**src/rtl/mtr_drv_if.sv**
```systemverilog
// Bundle between the balance controller and the motor drive back end:
// speed words and current comparators in, gate drives and status out.
interface mtr_drv_if #(
    parameter int DATA_W = 12
);
    logic signed [DATA_W-1:0] lft_spd;
    logic signed [DATA_W-1:0] rght_spd;
    logic                     OVR_I_lft;
    logic                     OVR_I_rght;
    logic                     lft_PWM1;
    logic                     lft_PWM2;
    logic                     rght_PWM1;
    logic                     rght_PWM2;
    logic                     PWM_synch;
    logic                     OVR_I_shtdwn;

    modport master (
        output lft_spd, rght_spd, OVR_I_lft, OVR_I_rght,
        input  lft_PWM1, lft_PWM2, rght_PWM1, rght_PWM2, PWM_synch, OVR_I_shtdwn
    );

    modport slave (
        input  lft_spd, rght_spd, OVR_I_lft, OVR_I_rght,
        output lft_PWM1, lft_PWM2, rght_PWM1, rght_PWM2, PWM_synch, OVR_I_shtdwn
    );
endinterface

```
**src/rtl/mtr_drv.sv**
```systemverilog
// Dual H-bridge PWM generator: 2048-clock period, double-buffered duty,
// dead-time insertion and a sticky blanked over-current shutdown.
module mtr_drv #(
    parameter int DATA_W    = 12,
    parameter int DEADTIME  = 32,
    parameter int BLANK     = 128,
    parameter int OVR_LIMIT = 8
) (
    input logic       clk,
    input logic       rst,
    mtr_drv_if.slave  bus
);
    localparam int CNT_W = 11;
    localparam int DT_W  = $clog2(DEADTIME + 1);
    localparam int BL_W  = $clog2(BLANK + 1);
    localparam int OC_W  = $clog2(OVR_LIMIT + 1);

    // Saturate to -1024..+1023, then offset by +1024. Within that range the
    // offset is just an inversion of bit 10 of the 11-bit two's complement.
    function automatic logic [CNT_W-1:0] spd_to_duty(input logic signed [DATA_W-1:0] spd);
        logic signed [DATA_W-1:0] clamped;
        if (spd > DATA_W'(1023))
            clamped = DATA_W'(1023);
        else if (spd < -DATA_W'(1024))
            clamped = -DATA_W'(1024);
        else
            clamped = spd;
        return {~clamped[CNT_W-1], clamped[CNT_W-2:0]};
    endfunction

    logic [CNT_W-1:0]         cnt;
    logic                     synch;
    logic signed [DATA_W-1:0] spd     [2];
    logic [CNT_W-1:0]         duty_q  [2];
    logic [DT_W-1:0]          dt_cnt  [2];
    logic [DT_W-1:0]          dt_nxt  [2];
    logic [BL_W-1:0]          on_cnt  [2];
    logic [1:0]               raw_p0;
    logic [1:0]               raw_p1;
    logic [1:0]               pwm1;
    logic [1:0]               pwm2;
    logic [1:0]               ovr_in;
    logic [1:0]               ovr_evt;
    logic                     ovr_any;
    logic                     ovr_flag;
    logic [OC_W-1:0]          ovr_cnt;
    logic [OC_W-1:0]          ovr_cnt_nxt;
    logic                     shtdwn;
    logic                     shtdwn_nxt;

    always_comb begin
        spd[0]    = bus.lft_spd;
        spd[1]    = bus.rght_spd;
        ovr_in    = {bus.OVR_I_rght, bus.OVR_I_lft};
        raw_p0    = '0;
        ovr_evt   = '0;
        dt_nxt[0] = '0;
        dt_nxt[1] = '0;
        for (int i = 0; i < 2; i++) begin
            raw_p0[i]  = (cnt < duty_q[i]);
            dt_nxt[i]  = (dt_cnt[i] == DT_W'(DEADTIME)) ? dt_cnt[i] : dt_cnt[i] + 1'b1;
            // on_cnt saturates at BLANK, so equality means "blanking elapsed"
            ovr_evt[i] = ovr_in[i] & pwm1[i] & (on_cnt[i] == BL_W'(BLANK));
        end
        ovr_any     = |ovr_evt;
        // An event in the synch cycle itself still counts for the closing period
        if (ovr_flag | ovr_any)
            ovr_cnt_nxt = (ovr_cnt == OC_W'(OVR_LIMIT)) ? ovr_cnt : ovr_cnt + 1'b1;
        else
            ovr_cnt_nxt = '0;
        shtdwn_nxt  = shtdwn | (synch & (ovr_cnt_nxt == OC_W'(OVR_LIMIT)));
    end

    // Stage p0 -> p1: raw compare registered, dead time and gate drives resolved
    always_ff @(posedge clk) begin
        if (rst) begin
            cnt      <= '0;
            synch    <= 1'b0;
            ovr_flag <= 1'b0;
            ovr_cnt  <= '0;
            shtdwn   <= 1'b0;
            raw_p1   <= 2'b11;
            pwm1     <= '0;
            pwm2     <= '0;
            for (int i = 0; i < 2; i++) begin
                duty_q[i] <= CNT_W'(1024);
                dt_cnt[i] <= '0;
                on_cnt[i] <= '0;
            end
        end else begin
            cnt    <= cnt + 1'b1;
            synch  <= (cnt == CNT_W'(2046));
            shtdwn <= shtdwn_nxt;
            if (synch) begin
                ovr_cnt  <= ovr_cnt_nxt;
                ovr_flag <= 1'b0;
            end else begin
                ovr_flag <= ovr_flag | ovr_any;
            end
            for (int i = 0; i < 2; i++) begin
                if (synch)
                    duty_q[i] <= spd_to_duty(spd[i]);
                raw_p1[i] <= raw_p0[i];
                if (raw_p0[i] != raw_p1[i]) begin
                    dt_cnt[i] <= '0;
                    pwm1[i]   <= 1'b0;
                    pwm2[i]   <= 1'b0;
                end else begin
                    dt_cnt[i] <= dt_nxt[i];
                    // Gate with the next shutdown state so outputs drop with the flag
                    pwm1[i]   <= (dt_nxt[i] == DT_W'(DEADTIME)) &  raw_p1[i] & ~shtdwn_nxt;
                    pwm2[i]   <= (dt_nxt[i] == DT_W'(DEADTIME)) & ~raw_p1[i] & ~shtdwn_nxt;
                end
                if (!pwm1[i])
                    on_cnt[i] <= '0;
                else if (on_cnt[i] != BL_W'(BLANK))
                    on_cnt[i] <= on_cnt[i] + 1'b1;
            end
        end
    end

    assign bus.lft_PWM1     = pwm1[0];
    assign bus.lft_PWM2     = pwm2[0];
    assign bus.rght_PWM1    = pwm1[1];
    assign bus.rght_PWM2    = pwm2[1];
    assign bus.PWM_synch    = synch;
    assign bus.OVR_I_shtdwn = shtdwn;
endmodule

```
**src/flat_wrapper.sv**
```systemverilog
// flat-port wrapper written by rule: the top's interface ports become plain ports
module mtr_drv_flat 
#(
    parameter int DATA_W    = 12,
    parameter int DEADTIME  = 32,
    parameter int BLANK     = 128,
    parameter int OVR_LIMIT = 8
)
  (clk, rst, bus_lft_spd, bus_rght_spd, bus_OVR_I_lft, bus_OVR_I_rght, bus_lft_PWM1, bus_lft_PWM2, bus_rght_PWM1, bus_rght_PWM2, bus_PWM_synch, bus_OVR_I_shtdwn);
  mtr_drv_if #(.DATA_W(DATA_W)) bus_i ();
  input logic clk;
  input logic rst;
  input wire logic [$bits(bus_i.lft_spd)-1:0] bus_lft_spd;
  input wire logic [$bits(bus_i.rght_spd)-1:0] bus_rght_spd;
  input wire logic [$bits(bus_i.OVR_I_lft)-1:0] bus_OVR_I_lft;
  input wire logic [$bits(bus_i.OVR_I_rght)-1:0] bus_OVR_I_rght;
  output wire logic [$bits(bus_i.lft_PWM1)-1:0] bus_lft_PWM1;
  output wire logic [$bits(bus_i.lft_PWM2)-1:0] bus_lft_PWM2;
  output wire logic [$bits(bus_i.rght_PWM1)-1:0] bus_rght_PWM1;
  output wire logic [$bits(bus_i.rght_PWM2)-1:0] bus_rght_PWM2;
  output wire logic [$bits(bus_i.PWM_synch)-1:0] bus_PWM_synch;
  output wire logic [$bits(bus_i.OVR_I_shtdwn)-1:0] bus_OVR_I_shtdwn;
  assign bus_i.lft_spd = bus_lft_spd;
  assign bus_i.rght_spd = bus_rght_spd;
  assign bus_i.OVR_I_lft = bus_OVR_I_lft;
  assign bus_i.OVR_I_rght = bus_OVR_I_rght;
  assign bus_lft_PWM1 = bus_i.lft_PWM1;
  assign bus_lft_PWM2 = bus_i.lft_PWM2;
  assign bus_rght_PWM1 = bus_i.rght_PWM1;
  assign bus_rght_PWM2 = bus_i.rght_PWM2;
  assign bus_PWM_synch = bus_i.PWM_synch;
  assign bus_OVR_I_shtdwn = bus_i.OVR_I_shtdwn;
  mtr_drv #(.DATA_W(DATA_W), .DEADTIME(DEADTIME), .BLANK(BLANK), .OVR_LIMIT(OVR_LIMIT)) u_core (.clk(clk), .rst(rst), .bus(bus_i));
endmodule
```
**config.mk**
```make
export PLATFORM = sky130hd
export DESIGN_NAME = mtr_drv_flat
export DESIGN_NICKNAME = d
export VERILOG_FILES = /design/src/rtl/mtr_drv_if.sv /design/src/rtl/mtr_drv.sv /design/src/flat_wrapper.sv
export SDC_FILE = /design/constraint.sdc
export NUM_CORES = 1
export LEC_CHECK = 0
export ABC_AREA = 0
export CORE_MARGIN = 4
export CORE_UTILIZATION = 54
export CTS_BUF_LIST = sky130_fd_sc_hd__clkbuf_2 sky130_fd_sc_hd__clkbuf_4 sky130_fd_sc_hd__clkbuf_8
export DETAILED_ROUTE_END_ITERATION = 10
export PLACE_DENSITY = 0.75
export SETUP_SLACK_MARGIN = 0.05
export SLEW_MARGIN = 20
export SYNTH_ARGS = -nofsm -noshare
export SYNTH_HDL_FRONTEND = slang
export SYNTH_SLANG_ARGS = --single-unit
```
**constraint.sdc**
```tcl
create_clock -name clk -period 2.7 [get_ports clk]
set_input_delay 0.54 -clock clk [delete_from_list [all_inputs] [get_ports clk]]
set_output_delay 0.54 -clock clk [all_outputs]
set_load 0.03 [all_outputs]
```
==> key figures <==
Run status
  – Status: complete, no violations

Floorplanning
  – CORE AREA: 7250 um2
  – # rows: 31
  – Die area: 8890 um2
  – I/O pin total: 34
  – Die Width: 94.3 um
  – Initial Util: 0.554
  – Die Y: 94.3 um

Placed design
  – Post-Place Cell Area: 4500 um2
  – DP Wirelength: 5500 um
  – RD Place Congestion: 0.820
  – I/O Buffers: 33

Timing
  – Final Hold Viols: 0
  – Final period utilization: 0.886
  – Slew headroom: 0.570
  – Setup Total Neg Slack: 0 ps
  – Final Max Slew Viols: 0
  – Setup Viol. Count Final: 0
  – Setup Skew: 8.62 ps
  – Worst slew pin tran: 640 ps
  – RSZ-0062 raised after global routing: no
  – Final Critical Period: 2390 ps
  – Fmax: 0.418 GHz
  – WHS: 479 ps

Synthesis
  – Leading area contributor after synthesis: edfxtp_1
  – YS warnings: 0
  – #FFs+latches synth: 74
  – Synth top cells by count: 72 x nor2_1, 50 x edfxtp_1, 40 x inv_1
  – Number of synthesized flops with an enable pin: 50
  – Synth top area cells: edfxtp_1 37%, dfxtp_1 12%, ha_1 10%
  – Area of the mapped netlist: 4020 um2
  – Primary FF master, synth: edfxtp_1
  – Mapped Cells: 410
  – Yosys cell types: 42
  – Avg Cell Area, Syn: 9.80 um2
  – Fraction of registers with async set/reset: 0
  – Most frequent cell after synthesis: nor2_1
  – Sequential fraction of the synthesis area: 0.493
  – Synth top area share: 0.374

Critical path
  – Arr. time, crit path: 2470 ps
  – Type of origin of the critical path: flop
  – CP max FO: 7
  – R2R cell count: 6
  – Crit path required time: 2780 ps
  – Critical path class: reg2reg
  – Endpoint class of the critical path: flop

Clock network
  – Postcts setup bufs: 0
  – CTS tree: done
  – Sink Count: 74
  – CTS Buffer Depth: 2
  – Worst-Skew Late Latency: 350 ps
  – Clock Pin Slew Worst Setup and Hold Paths: 80 ps
  – Total number of H-tree levels: 3
  – # hold bufs at CTS: 0
  – Root Buffer: clkbuf_8
  – Resize count post-CTS: 0
  – CTS Buf Count: 9

Global route
  – Largest net degree at the start of global routing: 23
  – Initial antenna violation count: 0
  – Total GRT Usage: 0.180
  – Number of global-route vias before repair: 2793
  – First-pass GRT wire length: 12400 um
  – Global-route congestion overflow total: 0

Drt
  – Via Count: 2961
  – Final WL: 7390 um
  – DR vias/cell: 5.28
  – WL/cell: 13.2 um
  – Drt drc: 0
  – DR pass1 iterations: 6
  – Initial drt markers: 131
  – Routed Antenna Nets: 0

Cells and area
  – Net count, final: 518
  – P&R area growth vs syn: 16.5%
  – Fillers: 604
  – ANT cells: 0
  – Layout cells sized above 1: 0.0476
  – Final Instance Area: 4680 um2
  – Layout Utilization: 0.645

Job
  – Max-Cap Viols: 0

Power and ir drop
  – Pwr dens: 483 nW/um2
  – Total Power: 2.26 mW
  – Leakage: 1.89 nW
  – VDD IR max: 0.000327 V

Hold path
  – Worst Hold Class: reg2reg
  – Hold Path Cell Cnt: 1
==> cells by family (layout without fill, tap and decap cells) <==
family	Yosys count	count (layout)	share of synthesized area
and+or+nand+nor	181	181	0.230
DFF	74	74	0.493
buffers and inverters	50	91	0.0470
AOI/OAI and AO/OA	38	38	0.0539
adders and majority gates	32	32	0.0996
xor gates and xnor gates	30	30	0.0654
muxes	4	4	0.0103
other	1	12	0.000933
==> worst paths after layout <==
check                                    from                           endpoint  slack (ps)
setup / recovery     u_core.cnt[2]$_SDFF_PP0_  u_core.dt_cnt[1][2]$_SDFFCE_PN0P_         310
hold / removal    u_core.raw_p1[1]$_SDFF_PP1_          u_core.pwm2[1]$_SDFF_PN0_         480
setup reg to reg     u_core.cnt[2]$_SDFF_PP0_  u_core.dt_cnt[1][2]$_SDFFCE_PN0P_         310
hold reg to reg   u_core.raw_p1[1]$_SDFF_PP1_          u_core.pwm2[1]$_SDFF_PN0_         480
==> sequential cells by signal, indices dropped and copies added, names as in the netlist <==
| register | flops |
|---|---|
| u_core.cnt | 11 |
| u_core.duty_q | 22 |
| u_core.dt_cnt | 12 |
| u_core.pwm1 | 2 |
| u_core.raw_p1 | 2 |
| u_core.on_cnt | 16 |
| u_core.pwm2 | 2 |
| u_core.bus.OVR_I_shtdwn | 1 |
| u_core.ovr_flag | 1 |
| u_core.bus.PWM_synch | 1 |
| u_core.ovr_cnt | 4 |
==> through the flow <==
| step | worst slack, ps | std cells |
|---|---|---|
| floorplan | 623 | 421 |
| global placement | 253 | 546 |
| detailed placement | 215 | 546 |
| CTS | 283 | 561 |
| global route | 109 | 561 |
| finish | 307 | 561 |
==> worst max-delay path, stage by stage, from the launching register on <==
cell and delay [ps]:
dfxtp_1 470, ha_1 310, a21oi_1 180, a211oi_1 90, or3_1 470, xnor2_1 480
nor4_1 120
==> placed cells by master, fill, tap and decap left out, types with 2 or more instances in the layout <==
master / count
nor2_1: 72
edfxtp_1: 50
inv_1: 40
clkdlybuf4s50_1: 33
ha_1: 32
dfxtp_1: 24
nand3_1: 23
nand2_1: 18
a21oi_1: 17
xor2_1: 16
xnor2_1: 14
conb_1: 12
and3_1: 11
nor3_1: 11
o21ai_0: 9
clkbuf_8: 9
nand2b_1: 6
or3_1: 6
nand4_1: 5
nand3b_1: 4
nor2b_1: 4
nor3b_1: 4
and2_1: 4
nor4b_1: 3
o21ai_1: 3
mux2i_1: 3
buf_4: 3
or3b_2: 2
a211oi_1: 2
a21o_1: 2
nor4_1: 2
a31oi_1: 2
clkbuf_4: 2
clkinv_2: 2
==> layout make-up <==
| type | instances | area (um2) | area share |
|---|---|---|---|
| clock buffer | 11 | 139 | 0.0297 |
| clock inverter | 4 | 43.8 | 0.00936 |
| inverter | 40 | 150 | 0.0321 |
| multi-input combinational | 297 | 1890 | 0.404 |
| sequential | 74 | 1980 | 0.423 |
| tap | 99 | 124 | 0.0265 |
| timing repair buffer | 36 | 353 | 0.0754 |
==> metal layers <==
metal,vias to the layer above,track usage,wire [um]
met3,11,0.0401,297
met1,1392,0.205,3130
met2,57,0.320,3820
li1,1501,-,-
met5,-,0,0
met4,0,0.0830,140
==> power breakdown <==
group          switching, mW  internal (mW)
registers             0.0255           1.23
logic                 0.0834         0.0896
clock network          0.394          0.437
(Power assumes the default switching activity.)
